--- src/rtl/rr_mux_arbiter.sv ---
// Round-robin arbiter that owns the select of a shared N-to-1, 1-bit mux and
// registers the selected bit. A hold counter limits tenure while others wait.
module rr_mux_arbiter #(
  parameter int N        = 4,
  parameter int LOGN     = $clog2(N),
  parameter int MAX_HOLD = 8
) (
  input  logic            clk,
  input  logic            reset,
  input  logic [N-1:0]    req,
  input  logic [N-1:0]    I,
  output logic [N-1:0]    grant,
  output logic [LOGN-1:0] S,
  output logic            outMux,
  output logic            busy
);

  localparam int HW = $clog2(MAX_HOLD + 1);

  typedef enum logic {ST_IDLE, ST_GRANT} state_t;

  typedef struct packed {
    logic            found;
    logic [LOGN-1:0] idx;
  } pick_t;

  // First requester at or after start, wrapping modulo N (not 2^LOGN).
  function automatic pick_t f_pick(input logic [N-1:0] r, input logic [LOGN-1:0] start);
    pick_t p;
    int    idx;
    p = '0;
    for (int k = 0; k < N; k++) begin
      idx = int'(start) + k;
      if (idx >= N) idx = idx - N;
      if (!p.found && r[idx]) begin
        p.found = 1'b1;
        p.idx   = LOGN'(idx);
      end
    end
    return p;
  endfunction

  state_t          r_state, w_state_nxt;
  logic [N-1:0]    r_grant, w_grant_nxt;
  logic [LOGN-1:0] r_S, w_S_nxt;
  logic            r_out, w_out_nxt;
  logic            r_busy, w_busy_nxt;
  logic [LOGN-1:0] r_ptr, w_ptr_nxt;
  logic [HW-1:0]   r_hold, w_hold_nxt;

  logic [LOGN-1:0] w_after_owner;
  logic            w_others;
  logic            w_release;
  pick_t           w_idle_pick;
  pick_t           w_rel_pick;

  assign w_after_owner = (r_S == LOGN'(N-1)) ? '0 : r_S + 1'b1;
  assign w_others      = |(req & ~r_grant);
  assign w_release     = !req[r_S] || ((r_hold == HW'(MAX_HOLD)) && w_others);
  assign w_idle_pick   = f_pick(req, r_ptr);
  // The owner is masked out on release: under (a) its req is already low,
  // under (b) it must not win its own handover.
  assign w_rel_pick    = f_pick(req & ~r_grant, w_after_owner);

  always_comb begin
    w_state_nxt = r_state;
    w_grant_nxt = r_grant;
    w_S_nxt     = r_S;
    w_out_nxt   = r_out;
    w_busy_nxt  = r_busy;
    w_ptr_nxt   = r_ptr;
    w_hold_nxt  = r_hold;
    case (r_state)
      ST_IDLE: begin
        w_out_nxt   = 1'b0;
        w_busy_nxt  = 1'b0;
        w_grant_nxt = '0;
        if (w_idle_pick.found) begin
          w_grant_nxt = {{(N-1){1'b0}}, 1'b1} << w_idle_pick.idx;
          w_S_nxt     = w_idle_pick.idx;
          w_busy_nxt  = 1'b1;
          w_hold_nxt  = HW'(1);
          w_state_nxt = ST_GRANT;
        end
      end
      ST_GRANT: begin
        w_out_nxt = I[r_S];
        if (w_release) begin
          w_ptr_nxt = w_after_owner;
          if (w_rel_pick.found) begin
            w_grant_nxt = {{(N-1){1'b0}}, 1'b1} << w_rel_pick.idx;
            w_S_nxt     = w_rel_pick.idx;
            w_hold_nxt  = HW'(1);
          end else begin
            w_grant_nxt = '0;
            w_busy_nxt  = 1'b0;
            w_out_nxt   = 1'b0;
            w_state_nxt = ST_IDLE;
          end
        end else if (r_hold != HW'(MAX_HOLD)) begin
          w_hold_nxt = r_hold + 1'b1;
        end
      end
      default: w_state_nxt = ST_IDLE;
    endcase
  end

  always_ff @(posedge clk or posedge reset) begin
    if (reset) begin
      r_state <= ST_IDLE;
      r_grant <= '0;
      r_S     <= '0;
      r_out   <= 1'b0;
      r_busy  <= 1'b0;
      r_ptr   <= '0;
      r_hold  <= '0;
    end else begin
      r_state <= w_state_nxt;
      r_grant <= w_grant_nxt;
      r_S     <= w_S_nxt;
      r_out   <= w_out_nxt;
      r_busy  <= w_busy_nxt;
      r_ptr   <= w_ptr_nxt;
      r_hold  <= w_hold_nxt;
    end
  end

  assign grant  = r_grant;
  assign S      = r_S;
  assign outMux = r_out;
  assign busy   = r_busy;

endmodule

--- config.mk ---
export PLATFORM = sky130hd
export DESIGN_NAME = rr_mux_arbiter
export DESIGN_NICKNAME = d
export VERILOG_FILES = /design/src/rtl/rr_mux_arbiter.sv
export SDC_FILE = /design/constraint.sdc
export NUM_CORES = 1
export LEC_CHECK = 0
export BUFFER_PORTS_ARGS = -buffer_cell sky130_fd_sc_hd__buf_2
export CORE_UTILIZATION = 55
export DETAILED_ROUTE_END_ITERATION = 8
export PLACE_DENSITY_LB_ADDON = 0.2
export SETUP_SLACK_MARGIN = 0.3
export SKIP_CTS_REPAIR_TIMING = 1
export SLEW_MARGIN = 5
export SYNTH_ARGS = -nofsm -noshare
export SYNTH_HDL_FRONTEND = slang
export SYNTH_SLANG_ARGS = --single-unit
--- constraint.sdc ---
create_clock -name clk -period 2.25 [get_ports clk]
set_input_delay 0.225 -clock clk [delete_from_list [all_inputs] [get_ports clk]]
set_output_delay 0.225 -clock clk [all_outputs]
set_load 0.03 [all_outputs]
==> key figures <==
Floorplan
  – Top Ports: 18
  – Die height: 46.1 um
  – Die area: 0.00213 mm2
  – Core Rows: 15
  – Initial Util: 60.0%
  – Horiz. Die Dim: 46.1 um
  – Placeable Area: 0.00178 mm2

Drt
  – Drt pass-1 iters: 4
  – Remaining DRCs: 0
  – Avg WL per Cell: 15.0 um
  – Post-Route WL: 2430 um
  – Routed via count: 1002
  – Post-route ant nets: 0
  – Initial DRC Count: 20
  – Vias per cell: 6.19

Critical path
  – CP max FO: 7
  – Critical Path AT: 2.20 ns
  – Crit end category: register
  – Startpoint Class: register
  – Cell Chain, Critical Path: ha_4, or2_4, a221o_1, a22o_1, or3_1, a31oi_2
  – WP buf/inv: 0
  – Critical path's top delay family: compound AO/OA/AOI/OAI gates
  – Crit path required time: 2.47 ns
  – Setup CP Type: register to register
  – Slowest-stage cell, CP: dfrtp_2
  – Max stage delay on crit path: 0.47 ns

Flow run
  – # Max-Cap Violations: 0

Clock tree
  – H-tree lvl count: 1
  – CTS tree: done
  – Clock Pin Slew Worst Setup and Hold Paths: 0.09 ns
  – CTS Buf Count: 3
  – Max Root-Sink Buffers: 2
  – Root buffer cell: clkbuf_4
  – CTS Sinks: 15
  – Clk_lat worst skew: 0.29 ns

Global route
  – Largest net degree at the start of global routing: 16
  – Vias in the first global route: 836
  – Initial antenna violation count: 0
  – Congestion Overflow GR: 0
  – First-pass GRT wire length: 3770 um
  – Total Routing Usage GR: 25.5%

Finish
  – Share of layout cells above drive strength 1: 24.1%
  – Number of antenna diodes: 0
  – Synth-to-Final Area Change: 15.6%
  – Commonest non-fill, non-tap cell in the layout: buf_2
  – Commonest cells after routing, fill and taps aside: 17 x buf_2, 13 x dfrtp_1, 11 x nor2_1
  – Nets: 151

Timing
  – Hold Slack: -0.0156 ns
  – Slew headroom: 54.5%
  – Final period utilization: 88.0%
  – Least-Margin Pin Slew: 0.683 ns
  – Unrepaired setup endpoints after global routing: yes
  – Final hold violation count: 15
  – Setup TNS: 0 ns
  – Clk_skew: 0.00480 ns
  – Final min period: 1.98 ns
  – Fmax: 505 MHz
  – Final Max Tran Viols: 0
  – Final setup vio count: 0

Yosys
  – Leading area contributor after synthesis: dfrtp_1
  – Synthesized area: 0.00107 mm2
  – Seq cells post-synth: 15
  – Yosys cell types: 44
  – Seq/Total Area, Yosys: 35.1%
  – Top-area cell type share of the netlist area: 35.1%
  – Mapped Nets: 130
  – Most used DFF post-synth: dfrtp_1
  – Syn avg cell area: 9.14 um2
  – Synth Warn #: 0
  – Asr flop ratio synth: 100%
  – Top cells by area, synth: dfrtp_1 35%, mux4_1 4.9%, nor2_1 4.2%, ha_1 3.5%, nand2b_1 3.5%
  – Synth Instances: 117
  – Number of synthesized flops with an enable pin: 0

Power and ir drop
  – PD cells: 1600 mW/mm2
  – Leak: 0.542 nW
  – VDD IR max: 0.00111 V
  – Pwr Total: 1.97 mW

Min path
  – Hold Crit Class: input pin to async pin

Placed design
  – I/O Buffers: 17
  – RD Place Congestion: 0.908
  – Detailed Place HPWL: 1880 um

Status
  – Failing checks: hold timing
  – Status: complete, but fails checks
==> sequential cells by signal (all words and copies together), names as in the netlist <==
name and flops:
outMux 1, r_hold 4, grant 4, busy 1
r_ptr 2, r_state 1, S 2
==> synthesized netlist by cell type (2+ instances only) <==
master	number
nor3_1	2
nand2b_1	6
nand3_1	5
dfrtp_1	15
nand2_1	8
o21ai_0	4
inv_1	6
ha_1	3
and4_1	2
o2111ai_1	2
mux4_1	2
a21oi_1	6
nor2_1	12
nand3b_1	2
nor2b_1	6
a31oi_1	4
nand4_1	3
mux2i_1	2
xor2_1	2
==> area by class of cell <==
cell class | count | area, um2
Multi-Input combinational cell | 94 | 686
Fill cell | 140 | 547
Sequential cell | 15 | 378
Timing Repair Buffer | 18 | 92.6
Tap cell | 25 | 31.3
Clock buffer | 4 | 26.3
Inverter | 6 | 22.5
==> routing by layer <==
| layer | wire length, um | global-route usage [%] | vias up |
|---|---|---|---|
| met5 | 0 | 0 | - |
| met4 | 12 | 7.06 | 0 |
| met3 | 140 | 6.27 | 2 |
| met2 | 1170 | 41.4 | 35 |
| met1 | 1110 | 33.6 | 481 |
| li1 | - | - | 484 |
==> stage by stage <==
step                util (%)  setup WS [ns]  instances  area, um2
finish                  69.3          0.271        162       1240
global route            69.3          0.193        162       1240
floorplan                  -          0.290        117       1080
detailed placement      66.9          0.297        157       1190
global placement        66.9          0.339        157       1190
CTS                     68.4          0.272        161       1220
==> path summary, 6_finish.rpt <==
check	endpoint	startpoint	slack, ns	depth (start not counted)
max in group asynchronous	S[0]$_DFFE_PP0P_	reset	1.84	2
worst max register to register	grant[1]$_DFFE_PP0P_	S[0]$_DFFE_PP0P_	0.27	6
worst min-delay path	grant[0]$_DFFE_PP0P_	reset	-0.02	2
worst max-delay path	grant[1]$_DFFE_PP0P_	S[0]$_DFFE_PP0P_	0.27	6
worst min register to register	busy$_DFFE_PP0P_	busy$_DFFE_PP0P_	0.55	2
min in group clk	outMux$_DFF_PP0_	I[0]	0.38	3
==> power by group <==
part / leakage (nW) / internal, mW / switching [mW]
clock: 0.0150 / 0.0690 / 0.0904
sequential: 0.180 / 0.403 / 0.149
combinational: 0.347 / 0.530 / 0.731
total: 0.542 / 1.00 / 0.970
==> worst register-to-register path, stage by stage (launching register included) <==
cell and delay, ns:
dfrtp_2 0.47, ha_4 0.18, or2_4 0.25, a221o_1 0.32, a22o_1 0.21, or3_1 0.33
a31oi_2 0.16
==> cells by family after synthesis <==
logic type | synth area share, %
simple gates | 28.8
compound gates | 20.2
flops | 35.1
buf+inv | 2.92
mux | 7.84
fa+ha+maj | 3.51
xor+xnor | 1.64
Note: power is estimated with default switching activity, not from simulation.
